### src/rtl/scsa_err_correct_pkg.sv
// Shared constants, FSM state type and the misspeculation combiner for the
// SCSA error detector/corrector.
package scsa_pkg;

    localparam int N = 8;      // operand width
    localparam int K = 2;      // sub-adder block width
    localparam int M = N / K;  // number of blocks

    typedef enum logic [1:0] {
        IDLE,
        FIX,
        OUT
    } state_t;

    // A speculative block carry is wrong exactly when some block propagates
    // across its whole width while the block below it generates a carry:
    // the speculated carry (G of the lower block alone) then misses the
    // ripple into the propagating run.
    function automatic logic err_from_pg(input logic [M-1:0] p, input logic [M-1:0] g);
        logic e;
        e = 1'b0;
        for (int j = 1; j < M; j++) begin
            e = e | (p[j] & g[j-1]);
        end
        return e;
    endfunction

endpackage

### src/rtl/scsa_err_correct_block_pg.sv
// Block propagate / generate for one K-bit slice of the SCSA adder.
module scsa_block_pg #(
    parameter int K = 2
) (
    input  logic [K-1:0] a,
    input  logic [K-1:0] b,
    output logic         p,
    output logic         g
);

    logic [K:0] blk_sum;

    assign blk_sum = {1'b0, a} + {1'b0, b};
    assign p       = &(a ^ b);
    assign g       = blk_sum[K];

endmodule

### src/rtl/scsa_err_correct.sv
// Variable-latency corrector behind the SCSA approximate adder. Exact results
// pass straight through in one cycle; misspeculated ones take a FIX cycle
// where the exact sum is recomputed. Valid/ready on the output side.
module scsa_err_correct #(
    parameter int N  = scsa_pkg::N,
    parameter int K  = scsa_pkg::K,
    parameter int CW = 16
) (
    input  logic          clk,
    input  logic          rst_n,
    input  logic          in_valid,
    output logic          in_ready,
    input  logic [N-1:0]  a,
    input  logic [N-1:0]  b,
    input  logic [N-1:0]  approx_sum,
    input  logic          approx_cout,
    output logic          out_valid,
    input  logic          out_ready,
    output logic [N-1:0]  sum,
    output logic          cout,
    output logic          err_flag,
    output logic [CW-1:0] err_count
);

    localparam int M = N / K;

    import scsa_pkg::*;

    state_t        state;
    state_t        state_next;
    logic [M-1:0]  p_blk;
    logic [M-1:0]  g_blk;
    logic          err_in;
    logic          accept;
    logic [N-1:0]  a_p0;
    logic [N-1:0]  b_p0;
    logic [CW-1:0] cnt_max;

    for (genvar j = 0; j < M; j++) begin : g_pg
        scsa_block_pg #(.K(K)) u_pg (
            .a (a[j*K +: K]),
            .b (b[j*K +: K]),
            .p (p_blk[j]),
            .g (g_blk[j])
        );
    end

    assign err_in    = err_from_pg(p_blk, g_blk);
    assign cnt_max   = '1;
    assign out_valid = (state == OUT);
    assign accept    = in_valid & in_ready;

    // Ready depends only on state, out_ready and reset; never on in_valid.
    always_comb begin
        in_ready = 1'b0;
        case (state)
            IDLE:    in_ready = 1'b1;
            OUT:     in_ready = out_ready;
            default: in_ready = 1'b0;
        endcase
        in_ready = in_ready & rst_n;
    end

    // Next-state: accepted transactions go to FIX on misspeculation, else OUT.
    always_comb begin
        state_next = state;
        case (state)
            IDLE: begin
                if (accept) state_next = err_in ? FIX : OUT;
            end
            FIX: begin
                state_next = OUT;
            end
            OUT: begin
                if (out_ready) begin
                    if (accept) state_next = err_in ? FIX : OUT;
                    else        state_next = IDLE;
                end
            end
            default: state_next = IDLE;
        endcase
    end

    // State register.
    always_ff @(posedge clk) begin
        if (!rst_n) state <= IDLE;
        else        state <= state_next;
    end

    // Operand capture for the FIX recompute.
    always_ff @(posedge clk) begin
        if (accept) begin
            a_p0 <= a;
            b_p0 <= b;
        end
    end

    // Result register: pass-through on accept when exact, exact add in FIX.
    always_ff @(posedge clk) begin
        if (!rst_n) begin
            sum      <= '0;
            cout     <= 1'b0;
            err_flag <= 1'b0;
        end else if (state == FIX) begin
            {cout, sum} <= {1'b0, a_p0} + {1'b0, b_p0};
            err_flag    <= 1'b1;
        end else if (accept && !err_in) begin
            sum      <= approx_sum;
            cout     <= approx_cout;
            err_flag <= 1'b0;
        end
    end

    // Saturating count of corrections, bumped on the FIX edge.
    always_ff @(posedge clk) begin
        if (!rst_n) begin
            err_count <= '0;
        end else if (state == FIX && err_count != cnt_max) begin
            err_count <= err_count + {{(CW-1){1'b0}}, 1'b1};
        end
    end

endmodule
### config.mk
export PLATFORM = sky130hd
export DESIGN_NAME = scsa_err_correct
export DESIGN_NICKNAME = d
export VERILOG_FILES = /design/src/rtl/scsa_err_correct_pkg.sv /design/src/rtl/scsa_err_correct_block_pg.sv /design/src/rtl/scsa_err_correct.sv
export SDC_FILE = /design/constraint.sdc
export NUM_CORES = 1
export LEC_CHECK = 0
export ABC_CLOCK_PERIOD_IN_PS = 5600
export CAP_MARGIN = 30
export CORE_MARGIN = 4
export CORE_UTILIZATION = 52
export CTS_CLUSTER_DIAMETER = 150
export DETAILED_ROUTE_END_ITERATION = 12
export PLACE_DENSITY = 0.84
export SYNTH_ARGS = -nofsm -noshare
export SYNTH_HDL_FRONTEND = slang
export SYNTH_SLANG_ARGS = --single-unit
### constraint.sdc
create_clock -name clk -period 5.6 [get_ports clk]
set_input_delay 1.12 -clock clk [delete_from_list [all_inputs] [get_ports clk]]
set_output_delay 1.12 -clock clk [all_outputs]
set_load 0.005 [all_outputs]
Word-level counts from Yosys, hierarchy flattened
Cells that the tools add are included.

cells by class
  eq/ne operators = 5
  bitwise operators = 10
  mux-type cells = 12
  reductions and logical operators = 9
  $add $sub $neg = 5

operators by type and width
  kind                                           count
  adder 16 x 1 -> 16 bit, second input constant  1
  2-to-1 mux 8 bit                               2
  != test 16 bit, second input constant          1
  adder 2 x 2 -> 3 bit                           3
  adder 8 x 8 -> 9 bit                           1
  2-to-1 mux 2 bit                               4
  AND reduction 2 bit                            4
  case mux 2 bit (3 select lines)                1
  XOR 2 bit                                      3
  bitwise AND 1 bit                              5
  2-to-1 mux 1 bit                               4
  == test 2 x 1 -> 1 bit, second input constant  1
  == test 2 bit, second input constant           1
  logical AND 1 bit                              2
  zero test 2 bit                                1
  != test 2 x 1 -> 1 bit, second input constant  1
  != test 2 bit, second input constant           1
  OR 1 bit                                       2
  case mux 1 bit (2 select lines)                1
  nonzero test 2 bit                             1
  zero test 1 bit                                1

word-level totals
  word-level logic and storage cells = 48
  register bits = 44
  output and inout bits = 28
  bits of input ports = 29

Longest topological paths before layout
  depth after elaboration = 9
  depth in mapped cells = 8
  mapped depth without buffers = 8

By module
A second synthesis with hierarchy kept.

second synthesis, totals
  cells, all modules = 218
  area, all modules = 2272.2 µm²

by module, submodules not included
  module            seq. area each (µm²)  area each (µm²)  times used  cells an instance
  scsa_err_correct  1041.0                2117.0           1           202
  scsa_block_pg     0.0                   38.8             4           4

Worst setup path before layout
OpenSTA, ideal clock, no wires.

  kind = input port to output port
  start = input rst_n
  end = output in_ready
  arrival time = 1.525 ns
  required time = 4.480 ns
  path slack = 2.955 ns
  stages on the path = 2
  buffers on the path = 0
  cell sequence = clkinv_1 -> nor3b_1

between the ends
  word-level cells in the longest chain between the ends = 1

RTL lines
  element             line                    source
  start: declaration  scsa_err_correct.sv:10  input logic rst_n,
  bitwise AND 1 bit   scsa_err_correct.sv:61  in_ready = in_ready & rst_n;
  end: declaration    scsa_err_correct.sv:12  output logic in_ready,

No other way between the ends.

Worst setup path in the final report
Same ends and word-level chain as after synthesis.

==> summary.md <==
| Metric | Value |
|---|---|
| Status | finished clean |
| LEAKAGE | 1.05 nW |
| Final ANT Viol Nets | 0 |
| Worst VDD drop | around 0.00016 V |
| Met1 Use GR | 23.4% |
| Critical path's slowest cell | clkdlybuf4s50_1 |
| Pre-CTS setup slack | roughly 1.2 ns |
| Overall routing resource usage | about a fifth |
| R2R Path Start | err_count[0]$_SDFFE_PN0P_ |
| Final Skew | 0.00950 ns |
| Final hold vios | 0 |
| Pwr Density | around 230 nW/um2 |
| Crit path setup slack, layout | about 1.2 ns |
| Worst hold slack | 0.476 ns |
| Reg clk slew, reported paths | 0.08 ns |
| Tcrit/Tclk final | roughly four fifths |
| Setup Buffers After CTS | 0 |
| Part of the power in registers | a little over half |
| Critical path launch point type | primary input |
| Crit-path cells | clkdlybuf4s50_1 -> clkinv_1 -> nor3b_1 -> clkdlybuf4s50_1 |
| DR WL/cell | roughly 14 um |
| Hold/Removal Path Class | flop to flop |
| First-pass GRT wire length | 8080 um |
| Cell area after synthesis | 2230 um2 |
| # IOs | 57 |
| TNS Setup | 0 ns |
| Crit path largest cell delay | 0.73 ns |
| Yosys top cell area share | approximately 25% |
| Synth Area in Adders | around 8.7% |
| Initial DRC count | ~130 |
| Hold path endpoint | err_flag$_SDFFE_PN0P_ |
| Sequential area share after synthesis | around 47% |
| Via Count | 1864 |
| Post-DP HPWL | 3740 um |
| Top cells by area, synth | dfxtp_1 25%, edfxtp_1 22%, ha_1 7.8% |
| Vias in the first global route | between 1500 and 2000 |
| Post-Synth Simple-Gate Area | 18.8% |
| Post-synthesis compound-gate area fraction | roughly 13% |
| Most common library cells after synthesis | 28 x dfxtp_1, 21 x nor2_1, 17 x a21oi_1, 16 x edfxtp_1 |
| Synth Warn # | 0 |
| Crit path max fanout | 19 |
| Syn_area_per_cell | ~9.9 um2 |
| Root Buffer | clkbuf_8 |
| Most used cell, CP | clkdlybuf4s50_1 |
| Main combinational cell family by area after synthesis | simple AND/OR/NAND/NOR gates |
| Ant diodes | 0 |
| Final core occ | a little under three quarters |
| Main synth FF type | dfxtp_1 |
| Distinct cell type count after synthesis | 46 |
| Die Span X | 73.5 um |
| DR DRC count | 0 |
| Starting Density | a little over half |
| Hold_buf cts | 0 |
| Xor and xnor area share after synthesis | 6.67% |
| CP arrival | 3.31 ns |
| Req. time, crit path | 4.48 ns |
| Switch Pwr | between 0.15 and 0.2 mW |
| #FFs+latches synth | 44 |
| Port Buf Inserts | 56 |
| Fin area | a little under 3000 um2 |
| Actual slew at the worst max-slew pin | approximately 0.78 ns |
| Cell Int Power | 0.508 mW |
| Die height | around 74 um |
| Final setup violation count | 0 |
| Worst reg2reg path endpoint | err_count[0]$_SDFFE_PN0P_ |
| Vias per cell | approximately 5.6 |
| Reg2reg setup slack | roughly 3.5 ns |
| Switching Share | a little under a quarter |
| Routability cong. | roughly 0.86 |
| Synth Instances | around 230 |
| Grt ovf | 0 |
| Total routed wirelength | about 4800 um |
| Clk Latency, worst-skew pair | about 0.30 ns |
| Comb power frac | between 15 and 20% |
| Minimum clock period | between 4 and 5 ns |
| Largest net degree at the start of global routing | 20 |
| CP Class | primary input to output port |
| Synthesized net count | 269 |
| Final net count | 327 |
| Top delay family on crit path | buffers and inverters |
| Core ar. | approximately 4000 um2 |
| Cell taking the most area after synthesis | dfxtp_1 |
| Worst hold stages | 2 |
| Maximum capacitance violations | 0 |
| TritonCTS Buffers | 5 |
| H-tree Lvls | 2 |
| Grt peak-use layer | met2 |
| Synth async-reset ratio | 0% |
| CTS-repair resized insts | 0 |
| Top-count cell post-synth | dfxtp_1 |
| DRT Pass-1 Iters | 4 |
| Clock Sinks | 44 |
| Relative max-transition margin | 47.7% |
| Achievable frequency | about 230 MHz |
| Clock network power share | between 30% and 40% |
| Slew Viols, Final | 0 |
| Row count | 23 |
| Setup crit end kind | output port |
| CTS tree | yes |
| Post-DP Area | 2830 um2 |
| M2 GR Usage | between 30% and 40% |
| Clk buf depth | 2 |
| Initial antenna violation count | 0 |
| R2R depth | 6 |
| EDFF count, synth | 16 |
| RSZ-0062 raised after global routing | no |
| Met3 usage | roughly 5.2% |
| CP Buf/Inv Count | 3 |
| Area Overhead vs Synth | 31.2% |
| Share of cells above drive strength 1 | under 10% |
| Hold path startpoint | err_flag$_SDFFE_PN0P_ |
| Mux contribution to synthesized area | 3.14% |
| Die area | around 5400 um2 |
cell type report:
cell class | instances | area [um2]
Clock buffer | 8 | 90.1
Tap cell | 50 | 62.6
Timing Repair Buffer | 57 | 572
Fill cell | 326 | 1160
Sequential cell | 44 | 1040
Multi-Input combinational cell | 165 | 1120
Inverter | 10 | 37.5
flip-flops by register name, summed over array words and instances (netlist names):
| signal | cells |
|---|---|
| b_p0 | 8 |
| err_flag | 1 |
| a_p0 | 8 |
| sum | 8 |
| state | 2 |
| err_count | 16 |
| cout | 1 |
placed cells by master, fill, tap and decap left out, types with 3 or more instances in the layout:
cell type,count
nor3_1,10
xor2_1,3
nand3_1,8
edfxtp_1,16
ha_1,14
a31oi_1,3
xnor2_1,14
a21oi_1,17
dfxtp_1,28
nor2b_1,3
clkbuf_8,6
o21ai_0,6
clkdlybuf4s50_1,56
nor2_1,21
nand4_1,3
a211oi_1,6
nand2_1,14
inv_1,9
mux2i_1,7
power by group through the flow:
stage,Clock [mW],Sequential (mW),Combinational (mW)
after floorplan,0,0.360,0.0571
after detailed placement,0,0.361,0.108
after global routing,0.220,0.355,0.120
after CTS,0.207,0.354,0.108
after global placement,0,0.360,0.105
final,0.203,0.354,0.109
per-stage QoR:
| step | total power [mW] | instances |
|---|---|---|
| after floorplan | 0.417 | 225 |
| after global placement | 0.465 | 325 |
| after detailed placement | 0.469 | 325 |
| after CTS | 0.669 | 333 |
| after global routing | 0.695 | 334 |
| final | 0.666 | 334 |
worst reg2reg max path: stages (launching register included):
cell	delay, ns
dfxtp_1	0.47
ha_1	0.33
nand2_1	0.10
nor3_1	0.61
a21oi_1	0.25
xnor2_1	0.20
nor2_1	0.06
how the worst max path moves through the flow:
stage          start       end  cells after the start
6_report       rst_n  in_ready                      4
5_1_grt        rst_n  in_ready                      4
4_1_cts        rst_n  in_ready                      4
3_5_place_dp   rst_n  in_ready                      4
3_3_place_gp   rst_n  in_ready                      4
2_1_floorplan  rst_n  in_ready                      2
routing by layer:
layer,vias up,share of wire (%)
li1,939,-
met1,868,45
met2,51,48
met3,6,5.7
met4,0,1.1
met5,-,0
logic make-up after synthesis:
logic type	count (synthesis)
XOR/XNOR	17
flip-flops	44
buffers and inverters	16
AND/OR/NAND/NOR	80
adder cells (fa/ha/maj)	15
multiplexers	7
AO/OA/AOI/OAI	46
No activity file was read; power rests on OpenSTA's default activity.
